`config.mk`:
```
export PLATFORM = sky130hd
export DESIGN_NAME = vco_adc_seq_ctrl
export DESIGN_NICKNAME = d
export VERILOG_FILES = /design/src/rtl/vco_adc_seq_ctrl.sv
export SDC_FILE = /design/constraint.sdc
export NUM_CORES = 1
export LEC_CHECK = 0
export BUFFER_PORTS_ARGS = -buffer_cell sky130_fd_sc_hd__buf_2
export CAP_MARGIN = 20
export CORE_ASPECT_RATIO = 0.8
export CORE_MARGIN = 4
export CORE_UTILIZATION = 45
export CTS_CLUSTER_SIZE = 16
export DETAILED_ROUTE_END_ITERATION = 7
export GPL_TIMING_DRIVEN = 0
export PLACE_DENSITY_LB_ADDON = 0.15
export SYNTH_ARGS = -nofsm -noshare
export SYNTH_HDL_FRONTEND = slang
export SYNTH_SLANG_ARGS = --single-unit
```
`constraint.sdc`:
```
create_clock -name clock -period 4 [get_ports clock]
set_input_delay 0.6 -clock clock [delete_from_list [all_inputs] [get_ports clock]]
set_output_delay 0.6 -clock clock [all_outputs]
set_load 0.01 [all_outputs]
```
`src/rtl/vco_adc_seq_ctrl.sv`:
```
// Conversion sequencer for the VCO-based ADC. It powers the VCO and waits for
// it to settle. It then counts VCO edges over back-to-back windows and sums N
// window counts into one result. The result goes to the register logic over
// a valid/ready handshake. Single-shot and continuous modes are supported.
module vco_adc_seq_ctrl #(
  parameter int CNT_W = 16,
  parameter int WIN_W = 16,
  parameter int SET_W = 12,
  parameter int NUM_W = 8,
  parameter int ACC_W = 24
) (
  input  logic             clock,
  input  logic             resetb,
  input  logic             start,
  input  logic             cont,
  input  logic             abort,
  input  logic [SET_W-1:0] cfg_settle,
  input  logic [WIN_W-1:0] cfg_win,
  input  logic [NUM_W-1:0] cfg_num,
  input  logic [CNT_W-1:0] vco_cnt,
  output logic             vco_en,
  output logic             busy,
  output logic [ACC_W-1:0] result,
  output logic             result_valid,
  input  logic             result_ready
);

  typedef enum logic [1:0] {IDLE, SETTLE, WINDOW, OUTPUT} state_t;

  state_t           state_q;
  logic [SET_W-1:0] scnt_q;
  logic [WIN_W-1:0] wcnt_q;
  logic [WIN_W-1:0] win_q;
  logic [NUM_W-1:0] num_q;
  logic [NUM_W-1:0] nsamp_q;
  logic [CNT_W-1:0] base_q;
  logic [ACC_W-1:0] acc_q;
  logic             cont_q;
  logic             vco_en_q;
  logic             busy_q;
  logic [ACC_W-1:0] result_q;
  logic             valid_q;

  // Modular subtraction absorbs a single counter wrap inside one window
  logic [CNT_W-1:0] diff_d;
  logic [ACC_W-1:0] acc_d;
  logic             last_d;

  assign diff_d = vco_cnt - base_q;
  assign acc_d  = acc_q + {{(ACC_W-CNT_W){1'b0}}, diff_d};
  assign last_d = ({1'b0, nsamp_q} + (NUM_W+1)'(1)) == {1'b0, num_q};

  // Sequencer FSM; all outputs are registered alongside the state
  always_ff @(posedge clock) begin
    if (!resetb) begin
      state_q  <= IDLE;
      scnt_q   <= '0;
      wcnt_q   <= '0;
      win_q    <= '0;
      num_q    <= '0;
      nsamp_q  <= '0;
      base_q   <= '0;
      acc_q    <= '0;
      cont_q   <= 1'b0;
      vco_en_q <= 1'b0;
      busy_q   <= 1'b0;
      result_q <= '0;
      valid_q  <= 1'b0;
    end else if (abort && state_q != IDLE) begin
      // Drop everything, including any result not yet taken
      state_q  <= IDLE;
      vco_en_q <= 1'b0;
      busy_q   <= 1'b0;
      valid_q  <= 1'b0;
    end else begin
      case (state_q)
        IDLE: begin
          if (start && !abort) begin
            win_q    <= (cfg_win == '0) ? WIN_W'(1) : cfg_win;
            num_q    <= (cfg_num == '0) ? NUM_W'(1) : cfg_num;
            cont_q   <= cont;
            scnt_q   <= cfg_settle;
            vco_en_q <= 1'b1;
            busy_q   <= 1'b1;
            state_q  <= SETTLE;
          end
        end
        SETTLE: begin
          if (scnt_q == '0) begin
            base_q  <= vco_cnt;
            acc_q   <= '0;
            nsamp_q <= '0;
            wcnt_q  <= win_q - WIN_W'(1);
            state_q <= WINDOW;
          end else begin
            scnt_q <= scnt_q - SET_W'(1);
          end
        end
        WINDOW: begin
          if (wcnt_q == '0) begin
            // The capture sample also becomes the next base, so windows abut
            acc_q   <= acc_d;
            base_q  <= vco_cnt;
            nsamp_q <= nsamp_q + NUM_W'(1);
            wcnt_q  <= win_q - WIN_W'(1);
            if (last_d) begin
              result_q <= acc_d;
              valid_q  <= 1'b1;
              state_q  <= OUTPUT;
            end
          end else begin
            wcnt_q <= wcnt_q - WIN_W'(1);
          end
        end
        OUTPUT: begin
          // Windows stay frozen while the consumer stalls
          if (result_ready) begin
            valid_q <= 1'b0;
            if (cont_q) begin
              acc_q   <= '0;
              nsamp_q <= '0;
              base_q  <= vco_cnt;
              wcnt_q  <= win_q - WIN_W'(1);
              state_q <= WINDOW;
            end else begin
              vco_en_q <= 1'b0;
              busy_q   <= 1'b0;
              state_q  <= IDLE;
            end
          end
        end
        default: state_q <= IDLE;
      endcase
    end
  end

  assign vco_en       = vco_en_q;
  assign busy         = busy_q;
  assign result       = result_q;
  assign result_valid = valid_q;

endmodule

```
# --- Word level (Yosys, flattened, before mapping) ---
# Index checks and enable logic that the tools add are counted.
totals:
  inputBits: 58
  regBits: 129
  wordCells: 95
op_classes:
  reduce_logical: 22
  add_sub_neg: 7
  muxes: 40
  n_eq_ne: 12
  n_bitwise: 2
op_table:
  columns: ["operator", "count"]
  rows:
  - ["$mux W16", 9]
  - ["$mux W24", 4]
  - ["$pmux W16 S3", 2]
  - ["$pmux W24 S3", 1]
  - ["$mux W8", 5]
  - ["$logic_not A16 Y1", 2]
  - ["$sub A16 B1 Y16 const B", 2]
  - ["$add A24 B16 Y24", 1]
  - ["$mux W12", 2]
  - ["$pmux W12 S2", 1]
  - ["$pmux W8 S3", 1]
  - ["$ne A2 B2 Y1 const B", 8]
  - ["$reduce_and A4 Y1", 4]
  - ["$sub A16 B16 Y16", 1]
  - ["$logic_not A12 Y1", 1]
  - ["$mux W2", 6]
  - ["$sub A12 B1 Y12 const B", 1]
  - ["$reduce_and A5 Y1", 2]
  - ["$add A8 B1 Y9 const B", 1]
  - ["$eq A9 B8 Y1", 1]
  - ["$add A8 B1 Y8 const B", 1]
  - ["$logic_not A8 Y1", 1]
  - ["$pmux W2 S4", 1]
  - ["$reduce_bool A2 Y1", 4]
  - ["other kinds (12)", 21]

# --- Longest topological paths before layout ---
# Gate-level depths: netlist (run 1).
depth:
  depth_word: 5
  ltp_mapped: 18

# --- Worst setup path after synthesis (run 1) ---
# OpenSTA, ideal clock, no wires.
synth_timing:
  path_type: "input port to flip-flop"
  startpoint: "input port vco_cnt[6]"
  endpoint: "register acc_q[20]"
  arrival_time_ns: 3.967
  n_path_buf: 1
  setup_time_ns: 0.075
  cell_stages: 16
  slack_ns: -0.043
  path_cell_list: "ha_1 -> a2111o_1 -> o2111ai_1 -> a21oi_1 -> nor2_1 -> o21ai_0 -> xor2_1 -> ha_1 -> clkbuf_2 -> nand4_1 -> nor4_2 -> a211oi_1 -> a211oi_4 -> nand3_2 -> or3_1 -> a31oi_1"
synth_between:
  elab_chain_len: 4
synth_lines:
  columns: ["element", "line_no", "rtl"]
  rows:
  - ["start: declaration", "20", "input logic [CNT_W-1:0] vco_cnt,"]
  - ["$sub A16 B16 Y16", "49", "assign diff_d = vco_cnt - base_q;"]
  - ["$add A24 B16 Y24", "50", "assign acc_d = acc_q + {{(ACC_W-CNT_W){1'b0}}, diff_d};"]
  - ["$mux W24", "100", "if (wcnt_q == '0) begin"]
  - ["$pmux W24 S3", "76", "case (state_q)"]
  - ["end signal: assignment", "63", "acc_q <= '0;"]
  - ["end signal: assignment", "91", "acc_q <= '0;"]
  - ["end signal: assignment", "102", "acc_q <= acc_d;"]
  - ["end: declaration", "37", "logic [ACC_W-1:0] acc_q;"]
# No other way between the ends. The select of a mux whose other input is x is not followed.
# A chain may end at the register's enable or synchronous reset.

# --- Worst setup path in the final report (run 1) ---
layout_timing:
  startpoint: "register base_q[1]"
  endpoint: "register acc_q[20]"
layout_between:
  elab_chain_len: 4
layout_lines:
  columns: ["element", "line_no", "rtl"]
  rows:
  - ["start: declaration", "36", "logic [CNT_W-1:0] base_q;"]
  - ["start signal: assignment", "90", "base_q <= vco_cnt;"]
  - ["start signal: assignment", "103", "base_q <= vco_cnt;"]
  - ["start signal: assignment", "122", "base_q <= vco_cnt;"]
  - ["$sub A16 B16 Y16", "49", null]
  - ["$add A24 B16 Y24", "50", null]
  - ["$mux W24", "100", null]
  - ["$pmux W24 S3", "76", null]
# No other way between the ends. The select of a mux whose other input is x is not followed.

==> results of run 1 <==
-- through the flow --
step | cells | power [W]
2_1_floorplan | 997 | 0.00204
3_3_place_gp | 1299 | 0.00228
3_5_place_dp | 1299 | 0.00228
4_1_cts | 1336 | 0.00400
5_1_grt | 1345 | 0.00421
6_report | 1345 | 0.00403
-- routing by layer --
| layer | up-vias | part of all wire [%] |
|---|---|---|
| met3 | 19 | 7.9 |
| met2 | 250 | 39 |
| met5 | - | 0 |
| met1 | 3420 | 52 |
| li1 | 3784 | - |
| met4 | 0 | 0.83 |
-- cell usage after synthesis (3+ instances only) --
cell type  instances
a41oi_1            3
a22oi_1           13
nor2b_1           10
o22ai_1            5
nand3b_1           7
xor2_1            26
o211ai_1          13
or3_1             10
buf_2              9
and4_1             3
nor3_1            16
and2_1             6
a211oi_2           3
xnor2_1           26
nor4_1            14
nand4_1            5
o21a_1            10
nor2_1           111
a21oi_1          109
ha_1              37
a31oi_1           13
and3_1             6
inv_1             31
nand2_1          135
o2111ai_1          3
nand3_1           31
nand2b_1          10
nor3b_1            6
o21ai_0           57
o31ai_1            4
clkbuf_8           6
mux2i_1           15
dfxtp_1          129
nor4_2             4
o31a_1             5
o221a_2            4
a211oi_1          16
buf_6              4
clkbuf_1          35
a21o_1             8
-- logic make-up (layout without fill, tap and decap cells) --
logic type               after synthesis  in the layout  synth area share, %
AO/OA/AOI/OAI                        283            283                 22.6
XOR/XNOR                              53             53                 6.05
adder cells (fa/ha/maj)               39             39                 6.45
buffers and inverters                 87            215                 5.55
flip-flops                           129            129                 33.1
multiplexers                          15             15                 1.93
AND/OR/NAND/NOR                      391            391                 24.3
-- path summary, 6_finish.rpt --
kind | slack, ns | cells after the start | endpoint
min reg2reg | 0.45 | 2 | base_q[11]
min | 0.42 | 3 | win_q[8]
max reg2reg | 0.04 | 18 | acc_q[20]
max | 0.04 | 18 | acc_q[20]
-- layout make-up --
class / count / area, µm²
fillers: 1631 / 7390
well taps: 220 / 275
inverters: 31 / 116
flip-flops and latches: 129 / 2580
clock buffers: 19 / 433
repair buffers: 96 / 515
plain buffers: 56 / 323
clock inverters: 13 / 210
multi-input cells: 781 / 4910
-- where the power goes --
group          switching, W  total (W)  internal (W)
clock              0.000603    0.00171       0.00111
sequential        0.0000554    0.00139       0.00134
combinational      0.000568   0.000923      0.000355
-- repair_timing --
| item | 4_1_cts | 5_1_grt |
|---|---|---|
| setup buffers | 5 | 9 |
| gates resized for setup | 7 | 23 |
| setup endpoints to repair | 14 | 18 |
| endpoints found under the hold margin | 0 | 0 |
| gates cloned | 0 | 0 |
| pin swaps | 9 | 22 |
-- worst reg2reg max path: stages, from the launching register on --
cell and delay, ns:
dfxtp_2 0.35, inv_2 0.05, ha_4 0.22, nor2b_4 0.12
o31a_1 0.32, o2111ai_2 0.24, a21oi_2 0.10, nor2_2 0.16
o21ai_2 0.08, xor2_2 0.18, ha_1 0.31, buf_6 0.12
nand4_1 0.14, nor4_4 0.37, a211oi_2 0.16, a211oi_4 0.34
nand3_2 0.14, or3_1 0.32, a31oi_1 0.15
-- sequential cells by signal, summed over array words and instances (netlist names) --
name	flops
acc_q	24
result	24
base_q	16
wcnt_q	16
win_q	16
scnt_q	12
nsamp_q	8
num_q	8
state_q	2
busy	1
cont_q	1
result_valid	1
==> summary.md, run 1 <==
| Metric | Value |
|---|---|
| Cts hold-fix bufs | `0` |
| Post-synth EDFFs | `0` |
| All-Layer GR Usage | `a little over a fifth` |
| H-tree Lvls | `4` |
| Net Count, Synth | `approximately 1100` |
| # diodes | `0` |
| Worst EP required | `between 4 and 5 ns` |
| Setup TNS | `0 ns` |
| CP startpoint | `base_q[1]` |
| Top-area cell type share of the netlist area | `33.1%` |
| Max stage delay on crit path | `about 0.37 ns` |
| First-pass GRT wire length | `about 35000 µm` |
| Leakage | `3.64 nW` |
| Setup slack after layout | `about 0.039 ns` |
| Post-synth top area cell | `dfxtp_1` |
| Mapped Area | `a little under 8000 µm²` |
| Fmax | `between 200 and 300 MHz` |
| Synth Instances | `between 900 and 1000` |
| M3 GR Usage | `under 10%` |
| Sequential area share after synthesis | `between 30% and 40%` |
| Chip height | `126 µm` |
| Rel. slew slack | `35.5%` |
| Startpoint Class | `flop` |
| Std-Cell Rows | `42` |
| Final wirelength | `21600 µm` |
| Syn. warnings | `0` |
| Netlist cell types | `70` |
| Setup crit end kind | `flop` |
| Pre-Repair DR Iteration Count | `5` |
| Core area | `between 15000 and 20000 µm²` |
| Peak VDD IR | `~270 µV` |
| CTS Buf Count | `17` |
| # DRC | `0` |
| Placer congestion estimate | `roughly 0.9` |
| Post-layout min period | `approximately 4.0 ns` |
| Period utilization | `around 100%` |
| Yosys reg bits | `about 130` |
| Root Driver | `clkbuf_16` |
| # clock sinks | `~130` |
| Worst Path Buf+Inv | `2` |
| Ys flop type | `dfxtp_1` |
| Share of cells above drive strength 1 | `between 10% and 20%` |
| Commonest non-fill, non-tap cell in the layout | `nand2_1` |
| TritonCTS clock tree | `built` |
| Status | `completed` |
| Nets | `roughly 1200` |
| Grt peak-use layer | `met1` |
| Largest net degree at the start of global routing | `17` |
| Finished Cell Area | `approximately 9400 µm²` |
| Area growth, synth to finish | `20.2%` |
| RSZ-0062 raised after global routing | `yes` |
| DR WL/cell | `16.1 µm` |
| Die width | `approximately 160 µm` |
| DR vias | `7473` |
| Grt met1 use | `between 30 and 40%` |
| Grt total ovfl | `0` |
| Post-place setup slack | `-0.634 ns` |
| Util after Layout | `55.9%` |
| Critical Path AT | `around 4.3 ns` |
| CTS clk-pin slew, worst paths | `0.06 ns` |
| Hold Path Class | `in2reg` |
| Most frequent cells in the layout | `135 x nand2_1, 128 x dfxtp_1, 109 x nor2_1` |
| Hold slack | `0.422 ns` |
| Routed vias/inst | `approximately 5.6` |
| Ys async rst share | `0%` |
| Final Setup Violations | `0` |
| Max Slew Vio Count | `0` |
| Final Hold Vio Count | `0` |
| Mapped Avg Cell Area | `about 7.8 µm²` |
| Placed cell area | `roughly 8500 µm²` |
| Crit Path Max Fanout | `6` |
| Initial antenna violation count | `0` |
| Vias in the first global route | `around 6600` |
| Crit path max-delay cell type | `nor4_4` |
| Initial Util | `46.5%` |
| Ranking of synthesized cells by area | `dfxtp_1 33%, a21oi_1 7.0%, nand2_1 6.5%` |
| Power Dens Cells | `between 400 and 500 nW/µm²` |
| CP Cell Sequence | `inv_2 > ha_4 > nor2b_4 > o31a_1 > o2111ai_2 > a21oi_2 > nor2_2 > o21ai_2 > xor2_2 > ha_1 > buf_6 > nand4_1 > nor4_4 > a211oi_2 > a211oi_4 > nand3_2 > or3_1 > a31oi_1` |
| I/O pin count | `85` |
| Crit path kind | `reg2reg` |
| Top Family by Delay on Critical Path | `compound AO/OA/AOI/OAI gates` |
| RR Startpoint | `base_q[1]` |
| Initial DRC count | `between 500 and 600` |
| DP HPWL | `between 15000 and 20000 µm` |
| Tightest Pin Transition | `0.959 ns` |
| Clock network latency to the later pin of the worst-skew pair | `about 0.43 ns` |
| Clock buffer depth | `2` |
| Worst hold start | `cfg_win[8]` |
| Die area | `19500 µm²` |
| Met2 Use GR | `about 29%` |
| Number of port buffers | `between 80 and 90` |
| Final Skew | `approximately 0.0075 ns` |
| Antenna Violating Nets Remaining | `0` |
| Max-cap violation count | `0` |
Power figures use the tool's default switching activity.
==> run 2: changes to the inputs <==
Settings changed: GPL_TIMING_DRIVEN 0 to default.
==> run 2 against run 1 <==
Against the previous run: core utilization is 0.40 points lower; cell area down 0.72%; first-iteration DRC count shrank 27%; global-route usage fell by 1.4 points; clock-buffer cell count unchanged; clock power increased by 5%; combinational power shrank 1%; critical path type unchanged; largest cell class unchanged; largest power group unchanged; highest routed layer unchanged.
==> summary.md, run 2 (synthesized netlist as in run 1, its figures left out) <==
| Metric | Value |
|---|---|
| Met1 WL | `approximately 11000 µm` |
| Cts hold-fix bufs | `0` |
| Area of the multi-input gates | `between 4000 and 5000 µm²` |
| Placer congestion estimate | `about 0.86` |
| Clock Power Share | `around 44%` |
| Logic pwr share | `22.2%` |
| Switching power of the nets | `about 0.0012 W` |
| CTS clk-pin slew, worst paths | `approximately 0.060 ns` |
| Rel. slew slack | `30.8%` |
| Chip height | `about 130 µm` |
| Vias in the first global route | `around 6600` |
| Top sig layer | `met4` |
| Hold path depth | `3` |
| Internal Pwr Total | `slightly below 0.003 W` |
| Most used cell, CP | `ha_1` |
| Commonest non-fill, non-tap cell in the layout | `nand2_1` |
| Part of the power in registers | `about a third` |
| Most frequent cells in the layout | `135 x nand2_1, 129 x dfxtp_1, 111 x nor2_1` |
| I/O pin count | `85` |
| Status | `completed` |
| Power Dens Cells | `around 440 nW/µm²` |
| All-Layer GR Usage | `roughly a fifth` |
| Initial Util | `between 40% and 50%` |
| # DRC | `0` |
| Clock buffer depth | `2` |
| Final Skew | `0.00866 ns` |
| H-tree Lvls | `4` |
| Crit path max-delay cell type | `dfxtp_1` |
| Grt total ovfl | `0` |
| TritonCTS clock tree | `built` |
| Met3 routed WL | `about 1100 µm` |
| Routed vias/inst | `approximately 5.4` |
| Tightest Pin Transition | `between 1 and 1.5 ns` |
| Worst hold endpoint | `win_q[11]` |
| Final wirelength | `about 20000 µm` |
| Worst EP required | `roughly 4.4 ns` |
| Share of cells above drive strength 1 | `18.4%` |
| Fmax | `approximately 260 MHz` |
| Clock network latency to the later pin of the worst-skew pair | `approximately 0.43 ns` |
| Peak VDD IR | `about 280 µV` |
| CP startpoint | `base_q[1]` |
| Register area | `between 2000 and 3000 µm²` |
| Largest net degree at the start of global routing | `75` |
| Initial DRC count | `about 400` |
| Max Slew Vio Count | `0` |
| Crit path kind | `reg2reg` |
| Worst Path Buf+Inv | `2` |
| # clock sinks | `129` |
| Initial antenna violation count | `0` |
| Antenna Violating Nets Remaining | `0` |
| RSZ-0062 raised after global routing | `yes` |
| Crit Path Max Fanout | `4` |
| Final Power | `0.00410 W` |
| Period utilization | `a little over nine tenths` |
| Setup crit end kind | `flop` |
| Hold Path Class | `in2reg` |
| Nets | `~1200` |
| Core area | `16800 µm²` |
| Leakage | `3.66 nW` |
| Worst r2r path cells | `17` |
| Die area | `19500 µm²` |
| Switching share of total power | `around 30%` |
| Area growth, synth to finish | `19.3%` |
| CP Cell Sequence | `inv_1 > ha_1 > nor2b_1 > o31a_1 > o2111ai_2 > a21oi_1 > nor2_1 > buf_4 > xnor2_1 > ha_1 > nand2_1 > nor4_4 > a211oi_2 > a211oi_4 > nand3_2 > or3_1 > a31oi_1` |
| Die width | `approximately 160 µm` |
| Std-Cell Rows | `42` |
| Startpoint Class | `flop` |
| Reg2Reg Setup Slack | `~0.17 ns` |
| Number of port buffers | `between 80 and 90` |
| Max stage delay on crit path | `between 0.3 and 0.4 ns` |
| Final Hold Vio Count | `0` |
| Final Setup Violations | `0` |
| CTS Buf Count | `17` |
| Critical Path AT | `approximately 4.2 ns` |
| Reg2reg end | `acc_q[20]` |
| Pre-Repair DR Iteration Count | `5` |
| DP HPWL | `approximately 14000 µm` |
| Post-layout min period | `approximately 3.8 ns` |
| Worst hold start | `cfg_win[11]` |
| Met2 Wirelength | `about 7800 µm` |
| # diodes | `0` |
| DR vias | `just over 7000` |
| Top Family by Delay on Critical Path | `compound AO/OA/AOI/OAI gates` |
| FILL cells | `1593` |
| RR Startpoint | `base_q[1]` |
| Max-cap violation count | `0` |
| First-pass GRT wire length | `32800 µm` |
| Setup TNS | `0 ns` |
| Root Driver | `clkbuf_16` |
| DR WL/cell | `~15 µm` |
## run 2: changes by cell type in the layout (fill, tap and decap cells not counted), moves of 3 or more
cell | previous run | this run
ha_1 | 34 | 37
buf_6 | 5 | 0
clkbuf_1 | 37 | 1
clkinvlp_4 | 2 | 6
buf_2 | 91 | 85
clkbuf_8 | 6 | 1
buf_4 | 15 | 50
ha_4 | 3 | 0
## run 2: worst reg2reg max path: stages, from the launching register on
cell and delay, ns:
dfxtp_1 0.38, inv_1 0.06, ha_1 0.26, nor2b_1 0.14, o31a_1 0.27, o2111ai_2 0.24
a21oi_1 0.14, nor2_1 0.15, buf_4 0.13, xnor2_1 0.10, ha_1 0.36, nand2_1 0.13
nor4_4 0.30, a211oi_2 0.14, a211oi_4 0.36, nand3_2 0.14, or3_1 0.32, a31oi_1 0.15
## run 2: power groups by stage
stage	Combinational [W]	Sequential [W]	Clock (W)
after global routing	0.00102	0.00141	0.00187
final	0.000912	0.00140	0.00179
after global placement	0.000884	0.00142	0
after CTS	0.000899	0.00140	0.00181
after detailed placement	0.000890	0.00142	0
after floorplan	0.000634	0.00141	0
## run 2: how the worst max path moves through the flow
stage | to | slack [ns] | cells past startpoint
floorplan | acc_q[20] | 0.01 | 16
global placement | acc_q[20] | -0.20 | 18
detailed placement | acc_q[20] | -0.31 | 18
CTS | acc_q[20] | 0.10 | 16
global route | acc_q[20] | -0.05 | 17
finish | acc_q[20] | 0.17 | 17
## run 2: metrics by stage
stage | hold slack, ns | cells | instance area (µm²) | setup WS, ns | util [%]
after floorplan | 0.433 | 997 | 7800 | 0.0147 | -
after global placement | 0.444 | 1295 | 8570 | -0.203 | 51.1
after detailed placement | 0.447 | 1296 | 8580 | -0.311 | 51.2
after CTS | 0.410 | 1328 | 9260 | 0.101 | 55.2
after global routing | 0.422 | 1329 | 9300 | -0.0512 | 55.5
final | 0.417 | 1329 | 9300 | 0.172 | 55.5
## run 2: layout make-up
| type | count | share of cell area [%] |
|---|---|---|
| Sequential cell | 129 | 27.8 |
| Multi-Input combinational cell | 781 | 52.0 |
| Inverter | 31 | 1.26 |
| Clock buffer | 19 | 4.76 |
| Clock inverter | 13 | 2.52 |
| Tap cell | 220 | 2.96 |
| Timing Repair Buffer | 136 | 8.77 |
## run 2: timing repair
action	CTS	global route
setup buffers	0	0
resized for setup	0	6
setup endpoints to repair	0	20
## run 2: metal layers
metal | vias to the layer above | GRT usage (%)
met4 | 0 | 7.11
met1 | 3253 | 31.8
met5 | - | 0
li1 | 3746 | -
met3 | 29 | 3.94
met2 | 177 | 27.6
